===== src/rtl/unrank32_sweep.sv =====
// unrank32_sweep: accepts one 32-bit rank, sweeps unrank32 across N_COLS columns,
// captures each returned row through a latency-matched tag pipeline, and
// presents the packed row vector downstream over a valid/ready handshake.
module unrank32_sweep #(
  parameter int unsigned N_COLS  = 12,
  parameter int unsigned UNR_LAT = 1
) (
  input  logic                  clk,
  input  logic                  rst,
  input  logic                  in_valid,
  output logic                  in_ready,
  input  logic [31:0]           in_num,
  output logic [31:0]           unr_num,
  output logic [5:0]            unr_col,
  input  logic [5:0]            unr_row,
  output logic                  out_valid,
  input  logic                  out_ready,
  output logic [31:0]           out_num,
  output logic [6*N_COLS-1:0]   out_rows
);

  localparam int unsigned COL_W = 6;
  localparam int unsigned ROW_W = 6;
  localparam logic [COL_W-1:0] LAST_COL = COL_W'(N_COLS - 1);

  typedef enum logic [1:0] {
    IDLE  = 2'd0,
    ISSUE = 2'd1,
    WAIT  = 2'd2,
    DONE  = 2'd3
  } state_t;

  state_t            state_q;
  state_t            state_d;
  logic [COL_W-1:0]  col_d;
  logic              accept_c;
  logic              last_cap_c;

  // Tag pipeline: {valid, col} delayed to line up with the returning row.
  logic [UNR_LAT-1:0] tag_vld;
  logic [COL_W-1:0]   tag_col [UNR_LAT];

  assign accept_c   = (state_q == IDLE) && in_valid;
  assign last_cap_c = tag_vld[UNR_LAT-1] && (tag_col[UNR_LAT-1] == LAST_COL);

  // Next-state and next-column decode.
  always_comb begin
    state_d = state_q;
    col_d   = '0;
    case (state_q)
      IDLE: begin
        if (accept_c) state_d = ISSUE;
      end
      ISSUE: begin
        if (unr_col == LAST_COL) begin
          state_d = last_cap_c ? DONE : WAIT;
        end else begin
          col_d = unr_col + COL_W'(1);
        end
      end
      WAIT: begin
        if (last_cap_c) state_d = DONE;
      end
      DONE: begin
        if (out_ready) state_d = IDLE;
      end
      default: state_d = IDLE;
    endcase
  end

  // State register plus registered handshake flags and column driver.
  always_ff @(posedge clk or posedge rst) begin
    if (rst) begin
      state_q   <= IDLE;
      unr_col   <= '0;
      in_ready  <= 1'b1;
      out_valid <= 1'b0;
    end else begin
      state_q   <= state_d;
      unr_col   <= col_d;
      in_ready  <= (state_d == IDLE);
      out_valid <= (state_d == DONE);
    end
  end

  // Latch the accepted rank for both the unranker and the result.
  always_ff @(posedge clk or posedge rst) begin
    if (rst) begin
      unr_num <= '0;
      out_num <= '0;
    end else if (accept_c) begin
      unr_num <= in_num;
      out_num <= in_num;
    end
  end

  // Shift issued column tags alongside the unranker latency.
  always_ff @(posedge clk or posedge rst) begin
    if (rst) begin
      tag_vld <= '0;
      for (int unsigned i = 0; i < UNR_LAT; i++) tag_col[i] <= '0;
    end else begin
      tag_vld[0] <= (state_q == ISSUE);
      tag_col[0] <= unr_col;
      for (int unsigned i = 1; i < UNR_LAT; i++) begin
        tag_vld[i] <= tag_vld[i-1];
        tag_col[i] <= tag_col[i-1];
      end
    end
  end

  // Write each returning row into the slot named by its emerging tag.
  always_ff @(posedge clk or posedge rst) begin
    if (rst) begin
      out_rows <= '0;
    end else begin
      for (int unsigned k = 0; k < N_COLS; k++) begin
        if (tag_vld[UNR_LAT-1] && (tag_col[UNR_LAT-1] == COL_W'(k))) begin
          out_rows[ROW_W*k +: ROW_W] <= unr_row;
        end
      end
    end
  end

endmodule


===== config.mk =====
export PLATFORM = sky130hd
export DESIGN_NAME = unrank32_sweep
export DESIGN_NICKNAME = d
export VERILOG_FILES = /design/src/rtl/unrank32_sweep.sv
export SDC_FILE = /design/constraint.sdc
export NUM_CORES = 1
export LEC_CHECK = 0
export ABC_AREA = 0
export BUFFER_PORTS_ARGS = -buffer_cell sky130_fd_sc_hd__clkbuf_2
export CAP_MARGIN = 20
export CORE_ASPECT_RATIO = 0.75
export CORE_MARGIN = 5
export CORE_UTILIZATION = 52
export CTS_CLUSTER_DIAMETER = 40
export DETAILED_ROUTE_END_ITERATION = 7
export GPL_TIMING_DRIVEN = 0
export HOLD_SLACK_MARGIN = 0.05
export PLACE_DENSITY = 0.89
export REMOVE_ABC_BUFFERS = 1
export SYNTH_ARGS = -nofsm -noshare
export SYNTH_HDL_FRONTEND = slang
export SYNTH_SLANG_ARGS = --single-unit
export TNS_END_PERCENT = 1

===== constraint.sdc =====
create_clock -name clk -period 5.95 [get_ports clk]
set_input_delay 0.2975 -clock clk [delete_from_list [all_inputs] [get_ports clk]]
set_output_delay 0.2975 -clock clk [all_outputs]
set_load 0.02 [all_outputs]

==> flow_metrics.env <==
export IMPL_outcome="finished, final reports clean"
export IMPL_drt_iter0_markers=184
export IMPL_slew_violations=0
export IMPL_drive_gt1_frac=0.6493
export IMPL_instances_no_fill=627
export IMPL_total_power_mw=4.366
export IMPL_ctsHoldBuffers=1
export IMPL_min_from="in_valid"
export IMPL_tritoncts="done"
export IMPL_worst_ep_arrival_time_ns=2.33
export IMPL_cts_setup_buffers=0
export IMPL_drv_cap=0
export IMPL_async_reset_ff_frac=1.000
export IMPL_synth_distinct_cells=30
export IMPL_numCtsBuffers=17
export IMPL_drc=0
export IMPL_synth_area_mm2=0.004838
export IMPL_grt_max_degree=65
export IMPL_htreeDepth=4
export IMPL_grt_first_pass_wirelength_um=18930
export IMPL_viasPerCell=5.038
export IMPL_r2r_start="tag_col[2]"
export IMPL_ant_nets=0
export IMPL_gp_congestion=0.7470
export IMPL_routed_wl_um=11920
export IMPL_clk_insertion_delay_late_ns=0.40
export IMPL_wl_per_cell_um=19.01
export IMPL_pre_cts_ws_ns=3.926
export IMPL_core_area_mm2=0.009084
export IMPL_synthCells=321
export IMPL_grt_antenna_before_repair=0
export IMPL_period_minus_slack_ns=2.049
export IMPL_holdPathStages=2
export IMPL_setup_tns_ns=0
export IMPL_clk_path_buf_depth=2
export IMPL_ff2ff_setup_slack_ns=3.90
export IMPL_vias=3159
export IMPL_setup_ws_ns=3.901
export IMPL_hpwlAfterDp_um=8356
export IMPL_gr_total_overflow=0
export IMPL_drtPass1Iterations=4
export IMPL_vdd_drop_max_mv=0.3877
export IMPL_postPlaceCellArea_mm2=0.005688
export IMPL_hold_ws_ns=0.1129
export IMPL_track_usage=0.2211
export IMPL_min_to="in_ready"
export IMPL_fp_dieW_um=121.4
export IMPL_fin_util=0.6933
export IMPL_finClkSkew_ns=0.008882
export IMPL_nNetsFinal=529
export IMPL_required_ns=6.23
export IMPL_hold_viol_final=0
export IMPL_fmax_mhz=488.1
export IMPL_synth_ff_type="dfrtp_1"
export IMPL_setup_viol=0
export IMPL_start_util=0.5326
export IMPL_syn_area_per_cell_um2=15.07
export IMPL_grt_pass1_vias=3514
export IMPL_end_kind="register"
export IMPL_diodes=0
export IMPL_synthToLayoutAreaGrowth_pct=30.15
export IMPL_rr_worst_depth=3
export IMPL_crit_fanout=6
export IMPL_worst_setup_path_type="reg -> reg"
export IMPL_hold_class="in -> reg"
export IMPL_worst_pin_slew_ns=0.8476
export IMPL_synth_ff_latch_count=121
export IMPL_ys_seq_area_frac=0.6261
export IMPL_finalCritPeriodShare=0.3444
export IMPL_die_area_mm2=0.01135
export IMPL_clk_pin_slew_ns=0.06
export IMPL_r2r_end="out_rows[64]"
export IMPL_ctsResizeCount=0
export IMPL_yosys_warnings=0
export IMPL_leakage_nw=3.119
export IMPL_io_pins=186
export IMPL_slew_headroom=0.4325
export IMPL_finish_instance_area_mm2=0.006297
export IMPL_p_per_area_mw_per_mm2=693.3
export IMPL_die_h_um=93.54
export IMPL_synth_edf_count=0
export IMPL_cts_root_buf="clkbuf_16"
export IMPL_dp_cells=594
export IMPL_grt_setup_unrepaired="no"
export IMPL_rows=30
export IMPL_startpoint_type="register"
export IMPL_clkSinkCount=121
export IMPL_portBuffers=185
==> cells by family (layout without fill, tap and decap cells) <==
| group | count (synthesis) | count (layout) | share of synthesized area |
|---|---|---|---|
| buffers and inverters | 45 | 223 | 0.06232 |
| AOI/OAI and AO/OA | 8 | 8 | 0.01034 |
| muxes | 104 | 104 | 0.2467 |
| DFF | 121 | 121 | 0.6261 |
| and+or+nand+nor | 39 | 39 | 0.04655 |
| xor gates and xnor gates | 3 | 3 | 0.005432 |
| adders and majority gates | 1 | 1 | 0.002586 |
==> worst max path at each step <==
stage / from / endpoint / slack, ns / cells after the start
floorplan: rst / out_num[0] / 2.44 / 1
global placement: rst / out_rows[63] / 1.41 / 2
detailed placement: tag_col[2] / out_rows[62] / 3.93 / 3
CTS: tag_col[2] / out_rows[60] / 3.91 / 3
global route: tag_col[2] / out_rows[62] / 3.86 / 3
finish: tag_col[2] / out_rows[64] / 3.90 / 3
==> routing by layer <==
metal / global-route usage / vias up / wire length (µm)
met1: 0.2577 / 1628 / 4827
met2: 0.3848 / 102 / 6293
met5: 0 / - / 0
li1: - / 1421 / -
met4: 0.09422 / 0 / 140
met3: 0.06046 / 8 / 658
==> placed cells by master (no fill, tap or decap), drive strengths merged, types with 4 or more instances in the layout <==
master	instances
clkbuf	209
dfrtp	120
mux2	104
nor2	12
nand3	5
nand2	5
clkinv	4
==> synth_stat cells, types with 2 or more instances <==
library cell | number | share of area
clkbuf_1 | 6 | 0.0047
mux2_1 | 2 | 0.0047
nand2b_1 | 3 | 0.0039
or3_1 | 2 | 0.0026
buf_4 | 32 | 0.050
nand2_1 | 5 | 0.0039
inv_1 | 2 | 0.0016
nor3b_1 | 2 | 0.0031
mux2_2 | 96 | 0.22
xor2_1 | 2 | 0.0036
nor2_1 | 12 | 0.0093
dfrtp_1 | 120 | 0.62
nand3_1 | 5 | 0.0052
a21oi_1 | 2 | 0.0021
buf_2 | 4 | 0.0041
or4b_4 | 2 | 0.0057
nand3b_1 | 3 | 0.0047
o21ai_0 | 3 | 0.0031
mux2_4 | 6 | 0.019
o31ai_1 | 2 | 0.0031
==> where the power goes <==
part | leakage [nW] | internal [mW] | total [mW] | switching [mW]
Combinational | 1.37 | 0.738 | 1.83 | 1.09
Clock | 0.294 | 0.689 | 1.03 | 0.338
Sequential | 1.46 | 1.23 | 1.51 | 0.279
Total | 3.12 | 2.65 | 4.37 | 1.71
==> flip-flops by register name, indices dropped and copies added (netlist names) <==
signal	cells
out_rows	72
out_num	32
tag_col	6
unr_col	6
state_q	2
in_ready	1
out_valid	1
tag_vld	1
==> worst max-delay path, cell delays in order (launching register included) <==
cell and delay [ns]:
dfrtp_1 0.42, or4b_4 0.59, nor2_1 0.52, mux2_2 0.40
==> cell type report <==
cell class / count / area (µm²)
fillers: 651 / 2786
repair buffers: 189 / 985.9
clock buffers: 24 / 481.7
multi-input cells: 155 / 1513
flip-flops and latches: 121 / 3029
clock inverters: 8 / 117.6
inverters: 2 / 10.01
well taps: 128 / 160.2
(Power assumes the default switching activity.)
